`src/rtl/stream_bridge.sv`:
```
// stream_bridge: two independent stream FIFOs (address and data) between the
// CONV address generator / data fetch and the compute array.
//   m_addr*/m_data*  : upstream valid/ready streams with first/last sideband
//   s_addr*/s_data*  : downstream valid/ready streams, head-of-FIFO outputs
//   cfg_frames       : data frames per weight-controller event (0 = off)
//   last_for_weight_ctrl : one-cycle pulse after the cfg_frames-th data frame
//   addr_level/data_level : FIFO occupancy, 0..DEPTH
//   proto_err/err_clr     : sticky input framing error and its clear
module stream_bridge #(
    parameter int unsigned AW    = 11,
    parameter int unsigned DW    = 64,
    parameter int unsigned DEPTH = 4,
    parameter int unsigned FW    = 8,
    localparam int unsigned LW   = $clog2(DEPTH) + 1
) (
    input  logic          clk,
    input  logic          rst,

    input  logic [AW-1:0] m_addr,
    input  logic          m_addr_first,
    input  logic          m_addr_last,
    input  logic          m_addr_valid,
    output logic          m_addr_ready,

    output logic [AW-1:0] s_addr,
    output logic          s_addr_first,
    output logic          s_addr_last,
    output logic          s_addr_valid,
    input  logic          s_addr_ready,

    input  logic [DW-1:0] m_data,
    input  logic          m_data_first,
    input  logic          m_data_last,
    input  logic          m_data_valid,
    output logic          m_data_ready,

    output logic [DW-1:0] s_data,
    output logic          s_data_first,
    output logic          s_data_last,
    output logic          s_data_valid,
    input  logic          s_data_ready,

    input  logic [FW-1:0] cfg_frames,
    output logic          last_for_weight_ctrl,
    output logic [LW-1:0] addr_level,
    output logic [LW-1:0] data_level,
    output logic          proto_err,
    input  logic          err_clr
);

    localparam int unsigned PW = $clog2(DEPTH);

    typedef struct packed {
        logic [AW-1:0] payload;
        logic          first;
        logic          last;
    } addr_beat_t;

    typedef struct packed {
        logic [DW-1:0] payload;
        logic          first;
        logic          last;
    } data_beat_t;

    addr_beat_t    addr_mem [DEPTH];
    logic [PW-1:0] addr_wr_ptr;
    logic [PW-1:0] addr_rd_ptr;
    logic          addr_in_frame;
    logic          addr_push_c;
    logic          addr_pop_c;
    logic          addr_err_c;
    addr_beat_t    addr_head_c;

    data_beat_t    data_mem [DEPTH];
    logic [PW-1:0] data_wr_ptr;
    logic [PW-1:0] data_rd_ptr;
    logic          data_in_frame;
    logic          data_push_c;
    logic          data_pop_c;
    logic          data_err_c;
    data_beat_t    data_head_c;

    logic [FW-1:0] frame_cnt;
    logic [FW:0]   frame_next_c;

    // Handshake decode: ready/valid come only from registered level and rst
    assign m_addr_ready = !rst && (addr_level != LW'(DEPTH));
    assign s_addr_valid = (addr_level != '0);
    assign addr_push_c  = m_addr_valid && m_addr_ready;
    assign addr_pop_c   = s_addr_valid && s_addr_ready;

    assign m_data_ready = !rst && (data_level != LW'(DEPTH));
    assign s_data_valid = (data_level != '0);
    assign data_push_c  = m_data_valid && m_data_ready;
    assign data_pop_c   = s_data_valid && s_data_ready;

    // A beat is malformed when first disagrees with being outside a frame
    assign addr_err_c = addr_push_c && (m_addr_first == addr_in_frame);
    assign data_err_c = data_push_c && (m_data_first == data_in_frame);

    // Head entry is blanked while the FIFO is empty
    assign addr_head_c  = s_addr_valid ? addr_mem[addr_rd_ptr] : '0;
    assign s_addr       = addr_head_c.payload;
    assign s_addr_first = addr_head_c.first;
    assign s_addr_last  = addr_head_c.last;

    assign data_head_c  = s_data_valid ? data_mem[data_rd_ptr] : '0;
    assign s_data       = data_head_c.payload;
    assign s_data_first = data_head_c.first;
    assign s_data_last  = data_head_c.last;

    assign frame_next_c = {1'b0, frame_cnt} + (FW+1)'(1);

    // Storage arrays: contents are don't-care until the level covers them
    always_ff @(posedge clk) begin
        if (addr_push_c) begin
            addr_mem[addr_wr_ptr] <= '{payload: m_addr, first: m_addr_first, last: m_addr_last};
        end
        if (data_push_c) begin
            data_mem[data_wr_ptr] <= '{payload: m_data, first: m_data_first, last: m_data_last};
        end
    end

    // Address FIFO pointers, occupancy and framing state
    always_ff @(posedge clk) begin
        if (rst) begin
            addr_wr_ptr   <= '0;
            addr_rd_ptr   <= '0;
            addr_level    <= '0;
            addr_in_frame <= 1'b0;
        end else begin
            if (addr_push_c) begin
                addr_wr_ptr   <= addr_wr_ptr + PW'(1);
                addr_in_frame <= !m_addr_last;
            end
            if (addr_pop_c) begin
                addr_rd_ptr <= addr_rd_ptr + PW'(1);
            end
            addr_level <= addr_level + LW'(addr_push_c) - LW'(addr_pop_c);
        end
    end

    // Data FIFO pointers, occupancy and framing state
    always_ff @(posedge clk) begin
        if (rst) begin
            data_wr_ptr   <= '0;
            data_rd_ptr   <= '0;
            data_level    <= '0;
            data_in_frame <= 1'b0;
        end else begin
            if (data_push_c) begin
                data_wr_ptr   <= data_wr_ptr + PW'(1);
                data_in_frame <= !m_data_last;
            end
            if (data_pop_c) begin
                data_rd_ptr <= data_rd_ptr + PW'(1);
            end
            data_level <= data_level + LW'(data_push_c) - LW'(data_pop_c);
        end
    end

    // Sticky framing error; a new error beats a same-cycle clear
    always_ff @(posedge clk) begin
        if (rst) begin
            proto_err <= 1'b0;
        end else if (addr_err_c || data_err_c) begin
            proto_err <= 1'b1;
        end else if (err_clr) begin
            proto_err <= 1'b0;
        end
    end

    // Output frame counter; >= lets a lowered cfg_frames fire on the next frame
    always_ff @(posedge clk) begin
        if (rst) begin
            frame_cnt            <= '0;
            last_for_weight_ctrl <= 1'b0;
        end else begin
            last_for_weight_ctrl <= 1'b0;
            if (data_pop_c && s_data_last) begin
                if (cfg_frames == '0) begin
                    frame_cnt <= '0;
                end else if (frame_next_c >= {1'b0, cfg_frames}) begin
                    frame_cnt            <= '0;
                    last_for_weight_ctrl <= 1'b1;
                end else begin
                    frame_cnt <= frame_next_c[FW-1:0];
                end
            end
        end
    end

endmodule

```
`config.mk`:
```
export PLATFORM = sky130hd
export DESIGN_NAME = stream_bridge
export DESIGN_NICKNAME = d
export VERILOG_FILES = /design/src/rtl/stream_bridge.sv
export SDC_FILE = /design/constraint.sdc
export NUM_CORES = 1
export LEC_CHECK = 0
export BUFFER_PORTS_ARGS = -buffer_cell sky130_fd_sc_hd__buf_4
export CORE_MARGIN = 10
export CORE_UTILIZATION = 60
export CTS_BUF_LIST = sky130_fd_sc_hd__clkbuf_4 sky130_fd_sc_hd__clkbuf_8
export CTS_CLUSTER_DIAMETER = 100
export DETAILED_ROUTE_END_ITERATION = 8
export GPL_ROUTABILITY_DRIVEN = 1
export GPL_TIMING_DRIVEN = 0
export PLACE_DENSITY = 0.85
export SETUP_SLACK_MARGIN = 0.05
export SLEW_MARGIN = 20
export SYNTH_ARGS = -nofsm -noshare
export SYNTH_HDL_FRONTEND = slang
export SYNTH_SLANG_ARGS = --single-unit
```
`constraint.sdc`:
```
create_clock -name clk -period 4.15 [get_ports clk]
set_input_delay 0.2075 -clock clk [delete_from_list [all_inputs] [get_ports clk]]
set_output_delay 0.2075 -clock clk [all_outputs]
set_load 0.1 [all_outputs]
```
Word level (Yosys, flattened, before mapping)
Memory sizes are Yosys's and may differ from the RTL's. A register that Yosys moved wholly into a read port is not among the register bits.
Cells that the tools add are included.
{"block": "totals", "ff_bits": 26, "latchBits": 0, "ram_bits": 316, "romBits": 0, "in_bits": 94, "output_inout_bits": 91, "elab_cells": 61, "memories": 2}
{"name": "data_mem", "depth": 4, "width": 66, "read_ports": 1, "rd_clocked_by_memory_dff": 1, "wr": 1, "line": "74", "source": "data_beat_t data_mem [DEPTH];"}
{"name": "addr_mem", "depth": 4, "width": 13, "read_ports": 1, "rd_clocked_by_memory_dff": 1, "wr": 1, "line": "65", "source": "addr_beat_t addr_mem [DEPTH];"}
{"block": "op_classes", "n_addsub": 9, "mul": 0, "div": 0, "order_cmp": 1, "n_eq_ne": 4, "shift": 0, "muxes": 15, "n_bitwise": 1, "n_reduce_logical": 18}
{"op": "66-bit 2-to-1 mux", "n": 1}
{"op": "8-bit 2-to-1 mux", "n": 2}
{"op": "13-bit 2-to-1 mux", "n": 1}
{"op": "8-bit by 1-bit adder with 9-bit output, second input constant", "n": 1}
{"op": "9-bit by 8-bit greater-or-equal comparator with 1-bit output", "n": 1}
{"op": "1-bit logical AND", "n": 9}
{"op": "2-bit by 1-bit adder with 2-bit output, second input constant", "n": 4}
{"op": "8-bit zero test", "n": 1}
{"op": "2-bit 2-to-1 mux", "n": 4}
{"op": "1-bit 2-to-1 mux", "n": 7}
{"op": "3-bit by 1-bit adder with 3-bit output", "n": 2}
{"op": "3-bit != test, second input constant", "n": 2}
{"op": "3-bit nonzero test", "n": 2}
{"op": "3-bit by 1-bit subtractor with 3-bit output", "n": 2}
{"op": "1-bit zero test", "n": 3}
{"op": "3-bit OR reduction", "n": 1}
{"op": "1-bit equality test", "n": 2}
{"op": "2-bit nonzero test", "n": 1}
{"op": "1-bit logical OR", "n": 1}
{"op": "1-bit inverter", "n": 1}

Logic depth before layout (Yosys ltp)
{"block": "depth", "depth_word": 6, "depth_mapped": 13, "ltp_nobuf": 12}

Least setup slack after synthesis
OpenSTA, ideal clock, no wires.
{"block": "synth_path", "path_type": "register to register", "start": "register data_level[1]", "end": "memory data_mem[1][0] in the netlist's numbering (enable)", "setup_ps": 432, "arrival_ps": 3902, "t_required_ps": 3718, "setup_slack_ps": -184, "stages_incl_launch_ff": 4, "path_buffers": 0, "synth_period_minus_slack_ps": 4334, "cell_sequence": "dfxtp_1 nor2_1 a21oi_2 and3_1"}
{"block": "synth_between", "elab_chain_len": 5}
{"item": "start, declared", "line": "46", "source": "output logic [LW-1:0] data_level,"}
{"item": "start signal, assigned", "line": "158", "source": "data_level <= data_level + LW'(data_push_c) - LW'(data_pop_c);"}
{"item": "3-bit != test", "line": "92", "source": "assign m_data_ready = !rst && (data_level != LW'(DEPTH));"}
{"item": "1-bit logical AND", "line": "92"}
{"item": "named net m_data_ready", "line": "35", "source": "output logic m_data_ready,"}
{"item": "1-bit logical AND", "line": "94", "source": "assign data_push_c = m_data_valid && m_data_ready;"}
{"item": "1-bit 2-to-1 mux", "line": "119", "source": "if (data_push_c) begin"}
{"item": "1-bit 2-to-1 mux (implied by the code)", "line": "120", "source": "data_mem[data_wr_ptr] <= '{payload: m_data, first: m_data_first, last: m_data_last};"}
{"item": "end, declared", "line": "74"}
The timed path passes the listed nets, and every way through them passes these cells.

Worst setup path in the final report
{"block": "layout_path", "start": "register data_level[1]", "end": "output s_data[33]"}
{"block": "layout_between", "elab_chain_len": 2}
{"item": "3-bit nonzero test", "line": "93", "source": "assign s_data_valid = (data_level != '0);"}
{"item": "66-bit 2-to-1 mux", "line": "107", "source": "assign data_head_c = s_data_valid ? data_mem[data_rd_ptr] : '0;"}
{"item": "end, declared", "line": "37", "source": "output logic [DW-1:0] s_data,"}
No other way between the ends.

==> reports/qor.txt <==
Status - completed
Worst R2R Start - frame_cnt[0]
DR top layer - met4
Top-level port count - 185
DR iter-0 viols - 568
Final Cycle Share - 74.13%
Fin util - 76.91%
GPL Wtd Cong - 0.7613
Worst path max stage delay - 0.50 ns
Post-synth EDFFs - 316
Hold buffer count at cts - 80
H-tree depth - 2
Synth warn - 0
Sequential-to-total area share from yosys stat - 73.99%
DIE HEIGHT - 170.8 um
Tot GR Track Use - 20.81%
Crit start category - flop
Setup bufs post-CTS - 0
Final Instance Area - 0.01731 mm2
First-pass GRT wire length - 46400 um
Worst-path clk slew - 0.06 ns
PD cells - 731.6 mW/mm2
Worst hold path type - primary input to flop
Area delta synth->final - 26.92%
Clk sinks - 346
Routed Antenna Nets - 0
Rel. slew slack - 54.90%
Post-Syn Area - 0.01364 mm2
Slew @ Worst Pin - 0.6764 ns
Vias per cell - 5.554
Most used cell, CP - clkbuf_1
Root buffer cell - clkbuf_8
Post-synth top cells - 316 x edfxtp_1, 82 x and2_1, 79 x mux4_2
Worst EP arrival - 2.87 ns
Cell variety after synth - 41
Clock skew - 0.02290 ns
Cell taking the most area after synthesis - edfxtp_1
Share of cells above drive strength 1 - 36.37%
Post_cts resized - 0
Inserted Clock Buffers - 52
# nets final - 1129
WL final - 29740 um
Core ar. - 0.02250 mm2
FMAX - 325.1 MHz
Via count - 7443
RSZ-0062 raised after global routing - false
Initial core utilization - 60.60%
Area contributors post-synth - edfxtp_1 70%, mux4_2 13%, dfxtp_1 4.4%
DRC viols - 0
Worst-path cell chain - or3_1, clkbuf_1, clkbuf_1, and2_1, buf_4
Hold EP - proto_err
Kind of critical path - flop to output port
R2R Setup Slk - 1.58 ns
Post-DP Area - 0.01549 mm2
Post-route setup TNS - 0 ns
Maximum vdd ir drop - 0.0007664 V
Crit path depth - 5
Max_cap viols - 0
TritonCTS clock tree - done
R2R depth - 11
Met2 wire len - 15280 um
Hold path start - err_clr
Synth Net Count - 807
Die area - 0.02916 mm2
Post-synth top flop - edfxtp_1
WHS Path Cells - 4
LEAKAGE - 6.212 nW
Gate Count Post-Synth - 690
Post-DP HPWL - 17770 um
Clk buf depth - 3
Vias in the first global route - 8194
CP Max Fanout - 10
CP required - 3.94 ns
Global route overflow - 0
Post-synth top area share - 69.58%
Rows - 55
Crit path max-delay family - buffers and inverters
RR Endpoint - frame_cnt[2]
Min Tclk post-route - 3.076 ns
Die X - 170.8 um
DRT Pass-1 Iters - 4
WL/cell - 22.19 um
Largest net degree at the start of global routing - 39
FF+latch count, synth - 346
Setup crit end kind - output port
Slowest cell on crit path - clkbuf_1
Mean area per synthesized cell - 19.76 um2
Clk_lat worst skew - 0.56 ns
Port Buffers - 184
Final Hold Vio Count - 0
Initial antenna violation count - 2
Final Max Tran Viols - 0
Met1 wire length - 11590 um
Setup violators final - 0
Most frequent cell after synthesis - edfxtp_1
Routed wl met3 - 2273 um
Buffers plus inverters on the worst setup path - 3
Ys async rst share - 0%
per-stage QoR:
stage / worst slack (ns) / cells / hold slack, ns / power (mW)
finish: 1.074 / 1340 / 0.08403 / 12.66
global route: 0.8564 / 1339 / 0.09943 / 13.13
CTS: 0.9496 / 1338 / 0.04872 / 12.73
detailed placement: 1.586 / 1163 / 0.4090 / 9.990
global placement: 1.356 / 1159 / 0.4084 / 9.932
floorplan: 0.2296 / 690 / 0.3031 / 8.726
how the worst max path moves through the flow:
| stage | start | end | slack, ns |
|---|---|---|---|
| finish | data_level[1] | s_data[33] | 1.07 |
| global route | data_level[1] | s_data[33] | 0.86 |
| CTS | data_level[1] | s_data[33] | 0.95 |
| detailed placement | data_level[1] | s_data[33] | 1.59 |
| global placement | data_level[1] | data_mem[1][29] | 1.36 |
| floorplan | addr_level[1] | addr_level[2] | 0.23 |
power breakdown:
group	leakage, nW	switching (mW)	internal (mW)
clock	0.535	1.25	1.45
combinational	2.57	4.31	1.52
sequential	3.11	0.104	4.03
cells by family (layout without fill, tap and decap cells):
family | count (synthesis) | count (layout) | share of synthesized area, %
other | 0 | 2 | 0
flip-flops | 346 | 346 | 73.99
XOR/XNOR | 18 | 18 | 1.156
adder cells (fa/ha/maj) | 23 | 23 | 2.220
buffers and inverters | 53 | 416 | 1.863
multiplexers | 79 | 79 | 13.05
AND/OR/NAND/NOR | 146 | 146 | 6.193
AO/OA/AOI/OAI | 25 | 25 | 1.532
cells in the final DEF, fill, tap and decap left out, types with 3 or more instances in the layout:
cell / count
nor2_1: 20
edfxtp_1: 316
inv_1: 24
ha_1: 21
buf_6: 5
xnor2_1: 11
clkbuf_1: 14
clkinv_2: 5
a21oi_1: 3
nor2b_1: 3
clkbuf_8: 54
and3_1: 4
xor2_1: 7
mux4_2: 79
dlygate4sd3_1: 80
a21oi_2: 4
nand2_1: 15
o21ai_2: 5
and2_1: 82
and3_4: 4
clkinv_1: 13
dfxtp_1: 30
buf_2: 8
buf_4: 186
clkbuf_4: 20
nand3_1: 5
layout make-up:
cell class / count / area (um2)
clock inverter: 21 / 118.9
inverter: 24 / 90.09
clock buffer: 74 / 893.4
multi-input combinational: 291 / 3313
sequential: 346 / 10090
tap: 285 / 356.6
timing repair buffer: 268 / 2277
buffer: 29 / 163.9
fill: 1180 / 5195
antenna: 2 / 5.005
sequential cells by signal, summed over array words and instances (netlist names), named ones only:
name / cells
addr_in_frame: 1
addr_level: 3
addr_mem: 52
addr_rd_ptr: 2
addr_wr_ptr: 2
data_in_frame: 1
data_level: 3
data_mem: 264
data_rd_ptr: 2
data_wr_ptr: 2
frame_cnt: 8
last_for_weight_ctrl: 1
proto_err: 1
worst min-delay path, stage by stage:
cell	delay [ns]
buf_4	0.07
nor2b_1	0.04
a221oi_1	0.20
nor2_1	0.07
routing by layer:
metal  vias to the layer above  GRT usage (%)
met3                        50          5.806
met4                         0          6.484
met5                         -              0
li1                       3358              -
met1                      3760          25.41
met2                       275          35.39
Power figures use the tool's default switching activity.
